<file path="src/rtl/clkdiv_tick_sched.sv">
// clkdiv_tick_sched: per-channel single-cycle clock-enable strobes derived
// from taps of a free-running divider bus, with a global run/pause/step
// controller that freezes or single-steps every channel together.
module clkdiv_tick_sched #(
    parameter int unsigned NCH         = 4,
    parameter int unsigned CW          = 8,
    parameter int unsigned DEFAULT_TAP = 16
) (
    input  logic                   clk,
    input  logic                   rst,
    input  logic [31:0]            clkdiv,
    input  logic                   cfg_we,
    input  logic [$clog2(NCH)-1:0] cfg_ch,
    input  logic [4:0]             cfg_tap,
    input  logic [CW-1:0]          cfg_reload,
    input  logic                   cfg_en,
    input  logic                   run,
    input  logic                   step,
    output logic [NCH-1:0]         tick,
    output logic [NCH-1:0]         ch_en,
    output logic                   paused
);

    localparam int unsigned CHW   = $clog2(NCH);
    localparam logic [CHW:0] NCH_L = (CHW+1)'(NCH);
    localparam logic [4:0] TAP_RST = 5'(DEFAULT_TAP);

    typedef enum logic [1:0] {
        ST_RUN   = 2'd0,
        ST_PAUSE = 2'd1,
        ST_STEP  = 2'd2
    } state_t;

    state_t                     state_q, state_d;
    logic                       step_q, step_d;
    logic [NCH-1:0][4:0]        tap_q, tap_d;
    logic [NCH-1:0][CW-1:0]     reload_q, reload_d;
    logic [NCH-1:0][CW-1:0]     cnt_q, cnt_d;
    logic [NCH-1:0]             en_q, en_d;
    logic [NCH-1:0]             prev_q, prev_d;
    logic [NCH-1:0]             tick_q, tick_d;
    logic [NCH-1:0]             bit_now, rise;
    logic                       cfg_valid;

    // Controller next state: run has priority over a step edge while paused.
    always_comb begin
        state_d = state_q;
        step_d  = step;
        case (state_q)
            ST_RUN:   if (!run) state_d = ST_PAUSE;
            ST_PAUSE: begin
                if (run)                  state_d = ST_RUN;
                else if (step && !step_q) state_d = ST_STEP;
            end
            ST_STEP:  state_d = run ? ST_RUN : ST_PAUSE;
            default:  state_d = ST_PAUSE;
        endcase
    end

    // Per-channel edge detect, counting, step strobes and config override.
    always_comb begin
        tap_d     = tap_q;
        reload_d  = reload_q;
        cnt_d     = cnt_q;
        en_d      = en_q;
        prev_d    = '0;
        tick_d    = '0;
        bit_now   = '0;
        rise      = '0;
        cfg_valid = cfg_we && ({1'b0, cfg_ch} < NCH_L);
        for (int unsigned i = 0; i < NCH; i++) begin
            bit_now[i] = clkdiv[tap_q[i]];
            rise[i]    = bit_now[i] & ~prev_q[i];
            // prev tracks the tap in every state so a resume never sees a stale edge
            prev_d[i]  = bit_now[i];
            if (en_q[i]) begin
                if (state_q == ST_RUN && rise[i]) begin
                    if (cnt_q[i] == '0) begin
                        tick_d[i] = 1'b1;
                        cnt_d[i]  = reload_q[i];
                    end else begin
                        cnt_d[i]  = cnt_q[i] - CW'(1);
                    end
                end else if (state_q == ST_STEP) begin
                    tick_d[i] = 1'b1;
                    cnt_d[i]  = reload_q[i];
                end
            end
            if (cfg_valid && (cfg_ch == CHW'(i))) begin
                tap_d[i]    = cfg_tap;
                reload_d[i] = cfg_reload;
                en_d[i]     = cfg_en;
                cnt_d[i]    = cfg_reload;
                prev_d[i]   = clkdiv[cfg_tap];
                tick_d[i]   = 1'b0;
            end
        end
    end

    // State and channel registers, cleared asynchronously.
    always_ff @(posedge clk or negedge rst) begin
        if (!rst) begin
            state_q  <= ST_PAUSE;
            step_q   <= 1'b0;
            tap_q    <= {NCH{TAP_RST}};
            reload_q <= '0;
            cnt_q    <= '0;
            en_q     <= '0;
            prev_q   <= '0;
            tick_q   <= '0;
        end else begin
            state_q  <= state_d;
            step_q   <= step_d;
            tap_q    <= tap_d;
            reload_q <= reload_d;
            cnt_q    <= cnt_d;
            en_q     <= en_d;
            prev_q   <= prev_d;
            tick_q   <= tick_d;
        end
    end

    assign tick   = tick_q;
    assign ch_en  = en_q;
    assign paused = (state_q != ST_RUN);

endmodule
</file>
<file path="config.mk">
export PLATFORM = sky130hd
export DESIGN_NAME = clkdiv_tick_sched
export DESIGN_NICKNAME = d
export VERILOG_FILES = /design/src/rtl/clkdiv_tick_sched.sv
export SDC_FILE = /design/constraint.sdc
export NUM_CORES = 1
export LEC_CHECK = 0
export CORE_UTILIZATION = 45
export CTS_CLUSTER_DIAMETER = 100
export DETAILED_ROUTE_END_ITERATION = 6
export PLACE_DENSITY = 0.64
export SYNTH_ARGS = -nofsm -noshare
export SYNTH_HDL_FRONTEND = slang
export SYNTH_SLANG_ARGS = --single-unit
</file>
<file path="constraint.sdc">
create_clock -name clk -period 2.2 [get_ports clk]
set_input_delay 0.44 -clock clk [delete_from_list [all_inputs] [get_ports clk]]
set_output_delay 0.44 -clock clk [all_outputs]
set_load 0.01 [all_outputs]
</file>
**Yosys cells after proc, flatten, opt, wreduce, memory -nomap -nowiden**

Index checks and enable logic that the tools add are counted.

- Word-level logic and storage cells: 130
- Output and inout bits: 9
- Register bits after elaboration: 99

- Multiplexer cells: 56
- Reductions and logical operators: 30
- Eq/ne operators: 7
- Add/subtract/negate cells: 4
- Bitwise operators: 8
- Order comparisons: 5

Operator list:

| operator | count |
|---|---|
| 2-to-1 mux 8 bit | 20 |
| zero test 8 bit | 4 |
| subtractor 8 x 1 -> 8 bit (second input constant) | 4 |
| less-than comparator 5 x 6 -> 1 bit (second input constant) | 5 |
| 2-to-1 mux 1 bit | 27 |
| binary-select mux 1 bit (select 5 bit) | 5 |
| nonzero test 3 bit | 4 |
| AND reduction 2 bit | 5 |
| nonzero test 2 bit | 5 |
| logical AND 1 bit | 9 |
| == test 2 bit (second input constant) | 3 |
| 2-to-1 mux 2 bit | 3 |
| one-hot mux 2 bit (3 select lines) | 1 |
| AND 1 bit | 4 |
| == test 2 x 1 -> 1 bit (second input constant) | 2 |
| zero test 2 bit | 2 |
| inverter 1 bit | 4 |
| inequality test 3 bit (second input constant) | 1 |
| inequality test 2 bit (second input constant) | 1 |
| zero test 1 bit | 1 |

**Logic depth before layout (Yosys ltp)**

- Depth after elaboration: 7
- Mapped depth: 11
- Gate-level depth less buffers: 8

**Worst setup path after synthesis**

OpenSTA, ideal clock, no wires.

- Path kind: in2reg
- Start: input port cfg_tap[0]
- End: register prev_q[2]
- Arrival: 1.963 ns
- Cell stages on the path: 5
- Path slack: 0.091 ns
- Buffers on the path: 1
- Path through: buf_2 mux4_2 mux4_2 mux2i_1 mux2i_1

- Longest elaborated chain between the ends: 3

RTL lines:

| item | RTL line | source |
|---|---|---|
| from (decl) | 14 | `input logic [4:0] cfg_tap,` |
| binary-select mux 1 bit (select 5 bit) | 94 | `prev_d[i] = clkdiv[cfg_tap];` |
| 2-to-1 mux 1 bit (not written as such) | 94 |  |
| 2-to-1 mux 1 bit | 89 | `if (cfg_valid && (cfg_ch == CHW'(i))) begin` |
| via prev_d[2] | 40 | `logic [NCH-1:0] prev_q, prev_d;` |
| to (signal assigned) | 118 | `prev_q <= prev_d;` |
| to (decl) | 40 |  |

The timed path passes the listed nets, and every way through them passes these cells. The select of a mux whose other input is x is not followed.
A chain may end at the register's enable or synchronous reset.

**Worst setup path in the final report**

- Start: register tap_q[1] in the netlist's numbering
- End: register cnt_q[2] in the netlist's numbering

- Longest elaborated chain between the ends: 7
- Elaborated cells on any way between the ends: 9

RTL lines:

| item | RTL line | source |
|---|---|---|
| from (decl) | 36 | `logic [NCH-1:0][4:0] tap_q, tap_d;` |
| from (signal assigned) | 105 | `tap_q <= {NCH{TAP_RST}};` |
| from (signal assigned) | 114 | `tap_q <= tap_d;` |
| binary-select mux 1 bit (select 5 bit) * | 72 | `bit_now[i] = clkdiv[tap_q[i]];` |
| 2-to-1 mux 1 bit (not written as such) * | 72 |  |
| AND 1 bit * | 73 | `rise[i] = bit_now[i] & ~prev_q[i];` |
| logical AND 1 bit * | 77 | `if (state_q == ST_RUN && rise[i]) begin` |
| 2-to-1 mux 8 bit | 77 |  |
| 2-to-1 mux 8 bit | 76 | `if (en_q[i]) begin` |
| 2-to-1 mux 8 bit | 89 |  |
| to (signal assigned) | 116 | `cnt_q <= cnt_d;` |
| to (decl) | 38 | `logic [NCH-1:0][CW-1:0] cnt_q, cnt_d;` |

Every way passes the cells marked *; elsewhere a longest branch is shown, timed or not. The select of a mux whose other input is x is not followed.

==> impl_metrics.env <==
export IMPL_start_util_pct=46.8
export IMPL_vdd_drop_max_uv=569
export IMPL_powerDensity_mw_per_mm2=895
export IMPL_diodes=0
export IMPL_cp_required_ns=2.44
export IMPL_grt_use_total_pct=27.5
export IMPL_synthArstFlopShare_pct=100
export IMPL_clk_pin_slew_ns=0.07
export IMPL_stdcell_count=958
export IMPL_syn2layout_area_growth_pct=32.7
export IMPL_total_power_uw=7440
export IMPL_drt_pass1_iterations=4
export IMPL_status="finished, violations left"
export IMPL_grt_max_degree=43
export IMPL_critPathBufInv=2
export IMPL_yosysWarnings=0
export IMPL_drt_initial_drc_count=381
export IMPL_crit_path_end_kind="flop"
export IMPL_fmax_mhz=433
export IMPL_num_rows=42
export IMPL_die_area_sq_mm=0.0144
export IMPL_place_area_sq_mm=0.00748
export IMPL_grt_pass1_vias=5500
export IMPL_synth_ff_latch_count=99
export IMPL_clk_latency_ns=0.36
export IMPL_crit_family="compound AO/OA/AOI/OAI gates"
export IMPL_via_count=5557
export IMPL_numCtsBuffers=9
export IMPL_start_kind="flop"
export IMPL_cpPeakStageDelay_ns=0.41
export IMPL_design_core_area_sq_mm=0.0134
export IMPL_fillers=1095
export IMPL_drv_cap=0
export IMPL_period_share_pct=105
export IMPL_io_pins=62
export IMPL_synth_cell_types=48
export IMPL_setup_ws_ns=-0.109
export IMPL_drc_errors=0
export IMPL_violations="setup timing"
export IMPL_slew_headroom_pct=59.6
export IMPL_overflow=0
export IMPL_setup_violations=25
export IMPL_cts_tree="built"
export IMPL_worstPathCellList="buf_12 -> mux2i_1 -> a22oi_2 -> nand3_1 -> nand4_2 -> and2b_4 -> o211ai_4 -> buf_6 -> nor3_1 -> a221o_1"
export IMPL_cts_hold_buf=0
export IMPL_dpl_hpwl_um=13300
export IMPL_wire_per_inst_um=19.7
export IMPL_layout_nets=838
export IMPL_viasPerCell=5.80
export IMPL_min_period_ns=2.31
export IMPL_drive_gt1_share_pct=23.1
export IMPL_tightest_slew_ns=0.607
export IMPL_synthFlopType="dfrtp_1"
export IMPL_cp_arrival_ns=2.55
export IMPL_antenna_left=0
export IMPL_hp_class="input port to asynchronous set/reset pin"
export IMPL_hold_slack_ns=0.0797
export IMPL_synth_edf_count=0
export IMPL_antenna_found_initial=0
export IMPL_clock_path_buffers=2
export IMPL_finClkSkew_ns=0.00918
export IMPL_pre_cts_slack_ns=-0.573
export IMPL_portBuffers=61
export IMPL_grt_setup_unrepaired="yes"
export IMPL_dp_cells=927
export IMPL_final_area_sq_mm=0.00832
export IMPL_slowest_stage="dfrtp_2"
export IMPL_chipHeight_um=120
export IMPL_leakage_uw=0.00383
export IMPL_timing_final_hold_violations=0
export IMPL_synthCells=659
export IMPL_die_w_um=120
export IMPL_ys_seq_area_share_pct=39.6
export IMPL_wl_um=18900
export IMPL_cts_root_buf="clkbuf_16"
export IMPL_syn_area_sq_mm=0.00627
export IMPL_gp_congestion=1.00
export IMPL_cts_sinks=99
export IMPL_drv_slew=0
export IMPL_grt_pass1_wl_um=29900
export IMPL_syn_nets=720
export IMPL_crit_type="flop to flop"
export IMPL_cts_htree_levels=3
export IMPL_avgSynthCellArea_sq_um=9.51
export IMPL_crit_fanout=9
-- final timing paths --
path                                       from                endpoint  slack (ns)  cells past startpoint
max                        tap_q[1]$_DFFE_PN0P_    cnt_q[2]$_DFFE_PN0P_       -0.11                     10
min                                         rst   tap_q[12]$_DFFE_PN0P_        0.08                      1
max reg2reg                tap_q[1]$_DFFE_PN0P_    cnt_q[2]$_DFFE_PN0P_       -0.11                     10
min reg2reg                    step_q$_DFF_PN0_  state_q[1]$_DFFE_PN0P_        0.43                      1
max in group asynchronous                   rst  state_q[0]$_DFFE_PN1P_        1.37                      2
min in group clk               step_q$_DFF_PN0_  state_q[1]$_DFFE_PN0P_        0.43                      1
-- per-stage QoR --
step	util (%)	setup TNS, ns
floorplan	-	0
global placement	55.8	-16.99
detailed placement	55.8	-18.66
CTS	60.9	-0.680
global route	62.1	-4.02
finish	62.1	-1.73
-- layout make-up --
| type | count | area [sq um] | share of cell area, % |
|---|---|---|---|
| clock buffer | 11 | 233 | 2.80 |
| clock inverter | 5 | 62.6 | 0.752 |
| inverter | 36 | 135 | 1.63 |
| multi-input combinational | 497 | 3810 | 45.8 |
| sequential | 99 | 2490 | 29.9 |
| tap | 176 | 220 | 2.65 |
| timing repair buffer | 134 | 1370 | 16.4 |
-- metal layers --
metal	GRT usage, %	part of all wire (%)
met3	5.42	5.6
met2	42.6	48
met1	38.9	45
met5	0	0
met4	7.66	1.6
-- flip-flops by register name (all words and copies together), names as in the netlist --
| signal | cells |
|---|---|
| ch_en | 4 |
| cnt_q | 32 |
| prev_q | 4 |
| reload_q | 32 |
| state_q | 2 |
| step_q | 1 |
| tap_q | 20 |
| tick | 4 |
-- cell usage in the layout, fill, tap and decap left out, types with 9 or more instances in the layout --
cell             Yosys  routed
buf_12               1      10
buf_6                4      10
buf_4                4      51
clkdlybuf4s50_1      0      38
mux2_2              12      12
nor2_1              22      21
a21oi_1             17      13
o221ai_1            24       9
mux2i_2              0       9
nor3_1              11      11
o221ai_2             0      15
nand3_1             19      17
xnor2_1             18      18
mux2i_1             97      86
inv_1               35      35
clkbuf_16            0       9
dlygate4sd2_1        0      14
dfrtp_1             94      91
nand2_1            160     159
mux4_2              10      10
a22oi_1             16      10
-- Yosys cell counts (9+ instances only) --
| library cell | instances | area share [%] |
|---|---|---|
| nor2b_1 | 9 | 0.90 |
| nand2_1 | 160 | 9.6 |
| nor2_1 | 22 | 1.3 |
| a22oi_1 | 16 | 1.9 |
| mux4_2 | 10 | 3.6 |
| mux2_2 | 12 | 2.2 |
| xnor2_1 | 18 | 2.5 |
| nor3_1 | 11 | 0.88 |
| dfrtp_1 | 94 | 38 |
| a21oi_1 | 17 | 1.4 |
| nand3_1 | 19 | 1.5 |
| inv_1 | 35 | 2.1 |
| clkbuf_1 | 15 | 0.90 |
| mux2i_1 | 97 | 15 |
| o221ai_1 | 24 | 3.4 |
-- kinds of logic after synthesis --
logic type / after synthesis / synth area share, %
compound gates: 84 / 10.4
xor+xnor: 24 / 3.35
fa+ha+maj: 8 / 1.60
buf+inv: 64 / 4.89
flops: 99 / 39.6
mux: 119 / 21.2
simple gates: 261 / 18.9
-- worst register-to-register path, delay by kind of cell (launching register included) --
family	cells	cell delay, ns
mux	1	0.33
simple gates	4	0.54
flops	1	0.41
buf+inv	2	0.29
compound gates	3	0.62
-- timing repair --
action                     CTS  global route
gates resized for setup     66            34
pin swaps                   34            14
cloned                       4             0
buffers inserted             9             5
setup endpoints to repair   37            40
-- report_power, final --
group	switching [uW]	internal, uW	leakage (uW)
clock network	714	889	0.000136
logic	1610	1600	0.00247
registers	364	2270	0.00122
total	2690	4760	0.00383
Power figures use the tool's default switching activity.
